<file path="src/rtl/cel_cfg.sv">
// Serially configured fabric routing/logic cell: per-output source selects plus one K-input LUT.
// Optional CEL_CFG_READBACK_EN adds cfg_rd to copy the active config back into the scan shadow.
module cel_cfg #(
    parameter int unsigned SB_W  = 6,
    parameter int unsigned CB_W  = 2,
    parameter int unsigned LUT_K = 4
) (
    input  logic            clk,
    input  logic            rst_n,
    input  logic            cfg_en,
    input  logic            cfg_din,
    input  logic            cfg_commit,
`ifdef CEL_CFG_READBACK_EN
    input  logic            cfg_rd,
`endif
    output logic            cfg_dout,
    output logic            cfg_full,
    output logic            cfg_loaded,
    output logic            cfg_err,
    input  logic [SB_W-1:0] sbi,
    input  logic [CB_W-1:0] cbi,
    output logic [SB_W-1:0] sbo,
    output logic [CB_W-1:0] cbo
);
    localparam int unsigned NIN   = SB_W + CB_W;
    localparam int unsigned NSRC  = NIN + 1;
    localparam int unsigned SEL_W = $clog2(NSRC + 1);
    localparam int unsigned SRC_N = 2 ** SEL_W;
    localparam int unsigned LUT_N = 2 ** LUT_K;
    localparam int unsigned SEL_BITS = NIN * SEL_W;
    localparam int unsigned CFG_W = SEL_BITS + LUT_N + 1;
    localparam int unsigned CNT_W = $clog2(CFG_W + 1);

    // Reset config: every select all ones (drives 0), LUT table cleared, bypass off.
    localparam logic [CFG_W-1:0] ACTIVE_RST = CFG_W'({SEL_BITS{1'b1}});

    typedef enum logic [1:0] {EMPTY, LOADING, FULL} state_t;

    state_t           state;
    logic [CNT_W-1:0] cnt;
    logic [CFG_W-1:0] shadow;
    logic [CFG_W-1:0] active;
    logic             lut_q;
    logic             rd_go;

`ifdef CEL_CFG_READBACK_EN
    assign rd_go = cfg_rd & ~cfg_en & ~cfg_commit;
`else
    assign rd_go = 1'b0;
`endif

    // Scan shadow, bit counter FSM and atomic commit into the active register.
    always_ff @(posedge clk or negedge rst_n) begin
        if (!rst_n) begin
            state      <= EMPTY;
            cnt        <= '0;
            shadow     <= '0;
            active     <= ACTIVE_RST;
            cfg_loaded <= 1'b0;
            cfg_err    <= 1'b0;
        end else begin
            cfg_err <= 1'b0;
            if (cfg_en) begin
                shadow <= {shadow[CFG_W-2:0], cfg_din};
                if (state != FULL) begin
                    cnt   <= cnt + CNT_W'(1);
                    state <= (cnt == CNT_W'(CFG_W - 1)) ? FULL : LOADING;
                end
                if (cfg_commit) begin
                    cfg_err <= 1'b1;
                end
            end else if (cfg_commit) begin
                if (state == FULL) begin
                    active     <= shadow;
                    cnt        <= '0;
                    state      <= EMPTY;
                    cfg_loaded <= 1'b1;
                end else begin
                    cfg_err <= 1'b1;
                end
            end else if (rd_go) begin
                shadow <= active;
                cnt    <= CNT_W'(CFG_W);
                state  <= FULL;
            end
        end
    end

    assign cfg_full = (state == FULL);
    assign cfg_dout = shadow[CFG_W-1];

    logic [NIN-1:0]   in_all;
    logic [LUT_K-1:0] lut_addr;
    logic [LUT_N-1:0] lut_table;
    logic             lut_bypass;
    logic             lut_comb;
    logic             lut_out;
    logic [SRC_N-1:0] src;

    assign in_all     = {cbi, sbi};
    assign lut_addr   = in_all[LUT_K-1:0];
    assign lut_table  = active[SEL_BITS +: LUT_N];
    assign lut_bypass = active[CFG_W-1];
    assign lut_comb   = lut_table[lut_addr];
    assign lut_out    = lut_bypass ? lut_comb : lut_q;

    always_ff @(posedge clk or negedge rst_n) begin
        if (!rst_n) begin
            lut_q <= 1'b0;
        end else begin
            lut_q <= lut_comb;
        end
    end

    // Source vector padded to 2^SEL_W so out-of-range selects read a zero bit.
    assign src = SRC_N'({lut_out, in_all});

    for (genvar j = 0; j < SB_W; j++) begin : g_sbo
        assign sbo[j] = src[active[j*SEL_W +: SEL_W]];
    end

    for (genvar j = 0; j < CB_W; j++) begin : g_cbo
        assign cbo[j] = src[active[(SB_W+j)*SEL_W +: SEL_W]];
    end

endmodule
</file>
<file path="config.mk">
export PLATFORM = sky130hd
export DESIGN_NAME = cel_cfg
export DESIGN_NICKNAME = d
export VERILOG_FILES = /design/src/rtl/cel_cfg.sv
export SDC_FILE = /design/constraint.sdc
export NUM_CORES = 1
export LEC_CHECK = 0
export ABC_AREA = 1
export ABC_CLOCK_PERIOD_IN_PS = 1800
export BUFFER_PORTS_ARGS = -buffer_cell sky130_fd_sc_hd__clkbuf_2
export CORE_ASPECT_RATIO = 1.1
export CORE_MARGIN = 2
export CORE_UTILIZATION = 61
export DETAILED_ROUTE_END_ITERATION = 10
export PLACE_DENSITY = 0.79
export SLEW_MARGIN = 20
export SYNTH_ARGS = -nofsm -noshare
export SYNTH_HDL_FRONTEND = slang
export SYNTH_SLANG_ARGS = --single-unit
</file>
<file path="constraint.sdc">
create_clock -name clk -period 1.8 [get_ports clk]
set_input_delay 0.36 -clock clk [delete_from_list [all_inputs] [get_ports clk]]
set_output_delay 0.36 -clock clk [all_outputs]
set_load 0.05 [all_outputs]
</file>
==> impl_summary.md, run 1 <==
Timing
The number of max-slew violations in the final report is 0. The final cycle utilization of the critical path is 119%. Clock skew on the completed layout was measured at 0.0138 ns. For this run, the top clock speed supported by timing is 468 MHz. Setup repair after global routing could not meet its margin everywhere.

The setup slack after layout is -0.338 ns. The number of hold violations in the final report is 0. The slew at the pin with the worst max-slew slack is 0.708 ns.

The worst path in the final design needs a cycle of 2.14 ns, including I/O delays and setup. The worst pin sits at a relative slew slack of 52.7%. Setup violations remaining at the end of the flow were counted as 8.

Layout
The antenna diode count is 0. Measured on the finished design, the core utilization comes to 71.5%. After the flow finishes, the layout carries non-filler instances totaling 736.

The final net count is 638. The layout overhead on the synthesized area is 13.6%. The layout cell share with drive strength beyond 1 is 20.5%.

Logic synthesis
The multiplexer share of the synthesized area is 0%. The average footprint of a synthesized cell is 8.35 um2. Summing the areas of all xor and xnor instances in the mapped netlist gives 0% of the synthesized area. Sequential elements use 55.2% of the synthesized area. After synthesis, the share of flip-flops with an asynchronous set or reset is 100%. In this run, distinct cell masters in the synthesized netlist total 26. Counting every net in the synthesized netlist gives 615. The dominant combinational cell family by area after synthesis is simple AND/OR/NAND/NOR gates. Summing the areas of all compound-gate instances in the mapped netlist gives 17.2% of the synthesized area.

sky130_fd_sc_hd__dfrtp_1 takes more of the synthesized area than any other cell. Yosys attributes the largest share of cell area to sky130_fd_sc_hd__dfrtp_1, sky130_fd_sc_hd__dfstp_2, sky130_fd_sc_hd__o21ai_0. The number of enable-type register cells in the synthesized netlist is 0. The Yosys step of the flow raised 0 warnings. In the synthesized netlist the dominant register cell turns out to be sky130_fd_sc_hd__dfrtp_1. After synthesis, the largest area contributor takes up 38.5% of total cell area. The cell count after synthesis came out at 600.

The arithmetic-cell share of the synthesized area counting full adders, half adders and majority gates is 0.499%. The count of state elements after synthesis is 109. The share of synthesized cell area in and, or, nand and nor gates is 18.1%. The synthesized area is 5010 um2.

Detailed routing
In the routed design, unresolved DRC markers number 0. Once detail routing completed, the nets flagged for antenna violations numbered 0. Detailed routing inserted a total of 4,044 vias. After detailed routing, the average wire length per cell comes to 14.5 um.

Dividing the detail-routed via count by the number of cells gives 5.49. The first detailed-routing pass took 5 iterations. The total routed wirelength is 10.7 mm.

For this block, the initial DRC count from the detailed router was 267.

Clock tree
The clock passes through at most 2 buffers. CTS placed an instance of sky130_fd_sc_hd__clkbuf_8 at the clock tree root. The H-tree was split into 3 levels.

The total clock buffers created by CTS is 9. The number of sinks driven by the clock tree is 109. The clock tree from TritonCTS is yes. After clock tree synthesis, the clock-pin slew on the worst setup and hold paths is 0.11 ns. For the worst-skew pair, the clock arrives at the later sink with an insertion delay of 0.38 ns.

Floorplanning
The placeable core area is 7960 um2. The width of the die is 90.4 um. The count of boundary I/O pins is 25.

The die covers 8960 um2. For this configuration, the core starts out at a cell density of 63.0%. The number of rows created at floorplan is 34.

The floorplan die height is 99.1 um.

Global route
The initial antenna violation count was 0. The total track usage is 25.0%. The global route total overflow is 0. The first-pass GRT wire length is 17.7 mm. Entering global routing, the biggest net connects 68 pins.

The via count of the first global-routing pass is 3,742.

Run status
The flow ran to the end, but the final reports show violations. The final reports fail on setup timing.

Worst setup path
STA classifies the critical path startpoint as a flop. The worst-path cell with the longest stage delay is sky130_fd_sc_hd__dfrtp_1. The worst endpoint required time is 1.44 ns.

The critical path goes through inv_1 -> nand2_1 -> nand3_1 -> nand3_2 -> nand3_4 -> nand3_4 -> nand3_2 -> nand2_2 -> buf_8. In this run the worst path has a maximum fanout of 8. STA puts the critical path data arrival time at 1.78 ns.

The nature of the critical path endpoint is an output pin. The worst setup path is of the flop to output pin kind. The peak per-stage delay on the critical path is 0.37 ns.

Power and ir drop
VDD sags by at most 0.000562 V. The leakage power figure is 2.56 nW. In this run the power density over the cells is 962 nW/um2.

Summing internal, switching and leakage power gives 5.48 mW.

Placed design
The half-perimeter wire length after detailed placement is 6.87 mm. The setup slack after placement is -0.269 ns. After detailed placement, the design holds a cell count of 712. The count of buffers added on input and output ports is 24. The final estimated routing congestion in global placement is 0.887.

Min path
The worst hold path belongs to the class input port to flop.

Run
The max-cap violation count is 0.
## through the flow
| stage | setup TNS [ns] | instance area (um2) | hold slack (ns) |
|---|---|---|---|
| after floorplan | 0 | 5010 | 0.0644 |
| after global placement | -1.43 | 5270 | 0.319 |
| after detailed placement | -1.97 | 5270 | 0.325 |
| after CTS | -2.10 | 5600 | 0.178 |
| after global routing | -3.17 | 5690 | 0.204 |
| final | -2.51 | 5690 | 0.189 |
## layout make-up
cell class / instances / area [um2]
fillers: 618 / 2260
well taps: 108 / 135
clock inverters: 5 / 41.3
clock buffers: 11 / 141
repair buffers: 46 / 390
inverters: 79 / 297
flip-flops and latches: 109 / 2770
multi-input cells: 378 / 1920
## power breakdown
group          total [mW]  internal, mW  switching (mW)
clock network        1.40         0.557           0.839
logic                1.03         0.376           0.654
registers            3.05          2.82           0.231
## timing repair
action,in CTS,in global routing
setup endpoints to repair,8,8
pin swaps,4,8
endpoints found under the hold margin,20,0
hold buffers,1,0
setup buffers,3,4
gates resized for setup,29,21
## registers in the layout, summed over array words and instances, names as in the netlist
name / cells
state: 2
lut_q: 1
cnt: 6
active: 49
cfg_err: 1
shadow: 49
cfg_loaded: 1
## worst max-delay path: cells and delay by family (launching register included)
family	cells	cell delay (ns)
flip-flops	1	0.37
buffers and inverters	2	0.22
AND/OR/NAND/NOR	7	0.80
## cells by family (layout without fill, tap and decap cells)
| family | Yosys count | after routing |
|---|---|---|
| AND/OR/NAND/NOR | 213 | 213 |
| flip-flops | 109 | 109 |
| buffers and inverters | 113 | 141 |
| AO/OA/AOI/OAI | 163 | 163 |
| adder cells (fa/ha/maj) | 2 | 2 |
## cells in the mapped netlist, types with 4 or more instances
cell type	instances
sky130_fd_sc_hd__inv_1	75
sky130_fd_sc_hd__nand3_1	42
sky130_fd_sc_hd__nor4_1	8
sky130_fd_sc_hd__dfrtp_1	77
sky130_fd_sc_hd__o21ai_0	121
sky130_fd_sc_hd__buf_2	10
sky130_fd_sc_hd__a21oi_1	22
sky130_fd_sc_hd__dfstp_2	32
sky130_fd_sc_hd__o211ai_1	16
sky130_fd_sc_hd__nand2_1	148
sky130_fd_sc_hd__clkbuf_1	19
sky130_fd_sc_hd__buf_4	4
sky130_fd_sc_hd__nor2_1	5
## placed cells by master, fill, tap and decap left out, drive strengths merged
master / instances
inv: 81
nor3: 3
nand3: 43
or2: 2
ha: 2
nor4: 8
clkbuf: 27
o211ai: 16
dfrtp: 77
dfstp: 32
nand4: 1
a21oi: 22
clkinv: 1
clkinvlp: 2
buf: 29
nor2: 7
o21ai: 125
dlygate4sd3: 1
nand2: 149
## path summary, 6_finish.rpt
check | to | startpoint | cells past startpoint | slack (ns)
setup / recovery | cbo[1] | active[35] | 9 | -0.34
hold / removal | shadow[0] | cfg_din | 3 | 0.19
max in group asynchronous | shadow[25] | rst_n | 3 | 0.66
hold reg to reg | active[10] | shadow[10] | 2 | 0.48
min in group asynchronous | shadow[2] | rst_n | 2 | 0.45
setup reg to reg | active[47] | state[1] | 6 | 0.26
## metal layers
layer / vias to the layer above / wire length, um / GRT usage (%)
met5: - / 0 / 0
li1: 1998 / - / -
met4: 0 / 246 / 10.1
met1: 1924 / 4740 / 33.3
met2: 100 / 5260 / 41.8
met3: 22 / 419 / 3.90
No activity file was read; power rests on OpenSTA's default activity.
==> run 2: changes to the inputs <==
--- a/config.mk
+++ b/config.mk
@@ -7,12 +7,12 @@
 export LEC_CHECK = 0
 export ABC_AREA = 1
 export ABC_CLOCK_PERIOD_IN_PS = 1800
-export BUFFER_PORTS_ARGS = -buffer_cell sky130_fd_sc_hd__clkbuf_2
 export CORE_ASPECT_RATIO = 1.1
 export CORE_MARGIN = 2
 export CORE_UTILIZATION = 61
 export DETAILED_ROUTE_END_ITERATION = 10
-export PLACE_DENSITY = 0.79
+export DONT_BUFFER_PORTS = 1
+export PLACE_DENSITY = 0.77
 export SLEW_MARGIN = 20
 export SYNTH_ARGS = -nofsm -noshare
 export SYNTH_HDL_FRONTEND = slang
==> impl_summary.md, run 2 (synthesis results as in run 1) <==
Layout
In the layout the commonest cells are sky130_fd_sc_hd__nand2_1, sky130_fd_sc_hd__o21ai_0, sky130_fd_sc_hd__dfrtp_1. The filler-free cell count of the finished design was 713 (-3.1%). The area of all placed cells without fillers came to 5570 um2 (-2.1%). Compared with the post-synthesis result, the final layout area differs by 11.2%. The layout cell share with drive strength beyond 1 is 17.2% (-3.4 points). The final net count is 615 (-3.6%). The fill cell total of the finished layout is 632 (+2.3%).

The antenna diode count was 0 (unchanged). The largest registers in the layout are active: 49 flops, shadow: 49 flops, cnt: 6 flops. Leaving out fill and tap cells, the most frequent cell in the layout is sky130_fd_sc_hd__nand2_1.

Detailed routing
The detail-routed via count per cell is 5.60 (+1.9%). The remaining antenna violation count is 0 (unchanged). The number of vias after detailed routing is 3,993 (-1.3%). The total iterations of the first detailed-routing run is 5 (unchanged).

The total routed wirelength was 10.5 mm (-1.2%). The detail-routed net length per standard cell is 14.8 um (+2.0%). The detailed-route DRC error count is 0 (unchanged).

The iteration-0 DRC count of the detailed router is 281 (+5.2%).

Clock tree
The cell sitting at the root of the clock tree is a sky130_fd_sc_hd__clkbuf_8. The total clock buffers created by CTS is 9 (unchanged). TritonCTS built the clock tree. The level count of the clock H-tree is 3 (unchanged). The clock transition time at the flip-flop clock pins of the worst setup and hold paths is 0.11 ns (about the same). The number of sinks driven by the clock tree was 109 (unchanged). The maximum buffer depth of the clock tree was 2 (unchanged). The worst-skew pair later-pin latency is 0.36 ns (-0.02 ns).

Worst setup path
The setup path with the least slack is of type flop to output pin. The worst setup path is captured at an output pin. The worst endpoint required time is 1.44 ns (about the same). The top fanout value on the critical path is 8 (unchanged).

The arrival time of data at the critical path endpoint is 1.71 ns (-0.07 ns). The type of element launching the critical path is a flop.

Timing
The slew at the pin with the worst max-slew slack is 0.724 ns (+0.0154 ns). The number of hold violations in the final report is 109 (+109). The final cycle utilization of the critical path is 115% (-3.9 points). The worst clock skew is 0.00947 ns (-0.00434 ns).

The number of max-slew violations in the final report was 0 (unchanged). The highest clock rate is 484 MHz (+3.4%). The final setup violation count is 8 (unchanged). The worst hold margin is -0.328 ns (-0.518 ns).

The post-route minimum period came to 2.07 ns (-0.0699 ns). The setup slack after layout came to -0.268 ns (+0.0699 ns). Setup repair after global routing could not meet its margin everywhere. The headroom to the max-slew limit is 51.7% (-1.0 points).

Power and ir drop
The largest vdd supply drop was 0.000654 V (+16%). The power density normalized to cell area came to 988 nW/um2 (+2.7%). The total power came to 5.51 mW (+0.54%). The leakage power figure is 2.47 nW (-3.5%).

Run
The max-cap violation count is 0 (unchanged).

Run status
The run finished, with violations left. The final reports fail on hold timing, setup timing.

Placed design
The half-perimeter wire length after detailed placement is 6.64 mm (-3.3%). The number of buffers added on ports was 0 (-100%). The instance count after placement with tap cells included came to 689 (-3.2%). The final estimated routing congestion in global placement is 0.906 (+2.2%). The placement-stage cell area is 5210 um2 (-1.1%).

Floorplanning
The placeable core area came to 7960 um2 (unchanged). The number of rows created at floorplan is 34 (unchanged). The count of boundary I/O pins is 25 (unchanged). The width of the die is 90.4 um (unchanged). The floorplan die area is 8960 um2 (unchanged). The starting utilization of the core area is 63.0% (unchanged). The floorplan die height is 99.1 um (unchanged).

Global route
The global route total overflow is 0 (unchanged). The total track usage came to 24.5% (-0.57 points). The initial antenna violation count is 0 (unchanged).

The via count of the first global-routing pass is 3,875 (+3.6%). The first-pass GRT wire length is 17.7 mm (-0.20%). The maximum number of pins on one net before global-route repair was 110 (+62%).

Min path
The worst hold-check path type is input port to asynchronous set/reset pin.
## run 2: cell count changes in the layout (fill, tap and decap cells not counted), moves of 3 or more
cell,change
sky130_fd_sc_hd__nand3_1,+7
sky130_fd_sc_hd__buf_8,-6
sky130_fd_sc_hd__buf_4,-7
sky130_fd_sc_hd__clkbuf_2,-16
sky130_fd_sc_hd__inv_2,+3
sky130_fd_sc_hd__buf_12,+5
sky130_fd_sc_hd__inv_1,-3
sky130_fd_sc_hd__nand3_2,-7
## run 2: layout make-up
cell class                      instances  area [um2]  area share, %
Clock buffer                           10         138           2.47
Sequential cell                       109        2770           49.7
Clock inverter                          6        68.8           1.23
Timing Repair Buffer                   23         268           4.80
Tap cell                              108         135           2.42
Multi-Input combinational cell        378        1900           34.1
Inverter                               79         297           5.32
## run 2: worst paths after layout
| check | start | slack, ns | cells after the start | to |
|---|---|---|---|---|
| max in group asynchronous | rst_n | 1.85 | 0 | active[10] |
| max | active[32] | -0.27 | 9 | sbo[3] |
| max reg2reg | state[1] | 0.27 | 7 | active[43] |
| min | rst_n | -0.33 | 0 | shadow[4] |
| min reg2reg | shadow[21] | 0.49 | 2 | shadow[22] |
| min in group clk | cfg_commit | 0.10 | 2 | cfg_err |
## run 2: per-layer routing
layer  global-route usage [%]  vias to the layer above  share of wire (%)
li1                         -                     1950                  -
met3                     3.75                       28                4.8
met5                        0                        -                  0
met2                     41.8                      114                 50
met4                     9.82                        0                2.4
met1                     31.7                     1901                 42
## run 2: per-stage QoR
step	TNS [ns]	util (%)	worst slack, ns
6_report	-2.02	70.1	-0.268
5_1_grt	-2.61	70.1	-0.344
4_1_cts	-1.68	69.3	-0.220
3_5_place_dp	0	65.5	0.0189
3_3_place_gp	0	65.5	0.0710
2_1_floorplan	0	-	0.0150
## run 2: critical path, stage by stage, from the launching register on
cell and delay [ns]:
sky130_fd_sc_hd__dfrtp_1 0.38, sky130_fd_sc_hd__inv_1 0.08, sky130_fd_sc_hd__nand2_1 0.06, sky130_fd_sc_hd__nand3_1 0.09
sky130_fd_sc_hd__nand3_2 0.12, sky130_fd_sc_hd__nand3_4 0.09, sky130_fd_sc_hd__nand3_4 0.17, sky130_fd_sc_hd__nand3_1 0.11
sky130_fd_sc_hd__nand2_1 0.09, sky130_fd_sc_hd__buf_12 0.16
## run 2: timing repair
action,CTS,global route
pin swaps,3,1
endpoints found under the hold margin,109,109
endpoints found under the setup margin,8,8
buffers inserted,5,3
gates resized for setup,24,7
## run 2: report_power, final
group	internal, mW	switching, mW	total, mW
sequential	2.82	0.261	3.08
combinational	0.372	0.538	0.910
clock	0.692	0.824	1.52
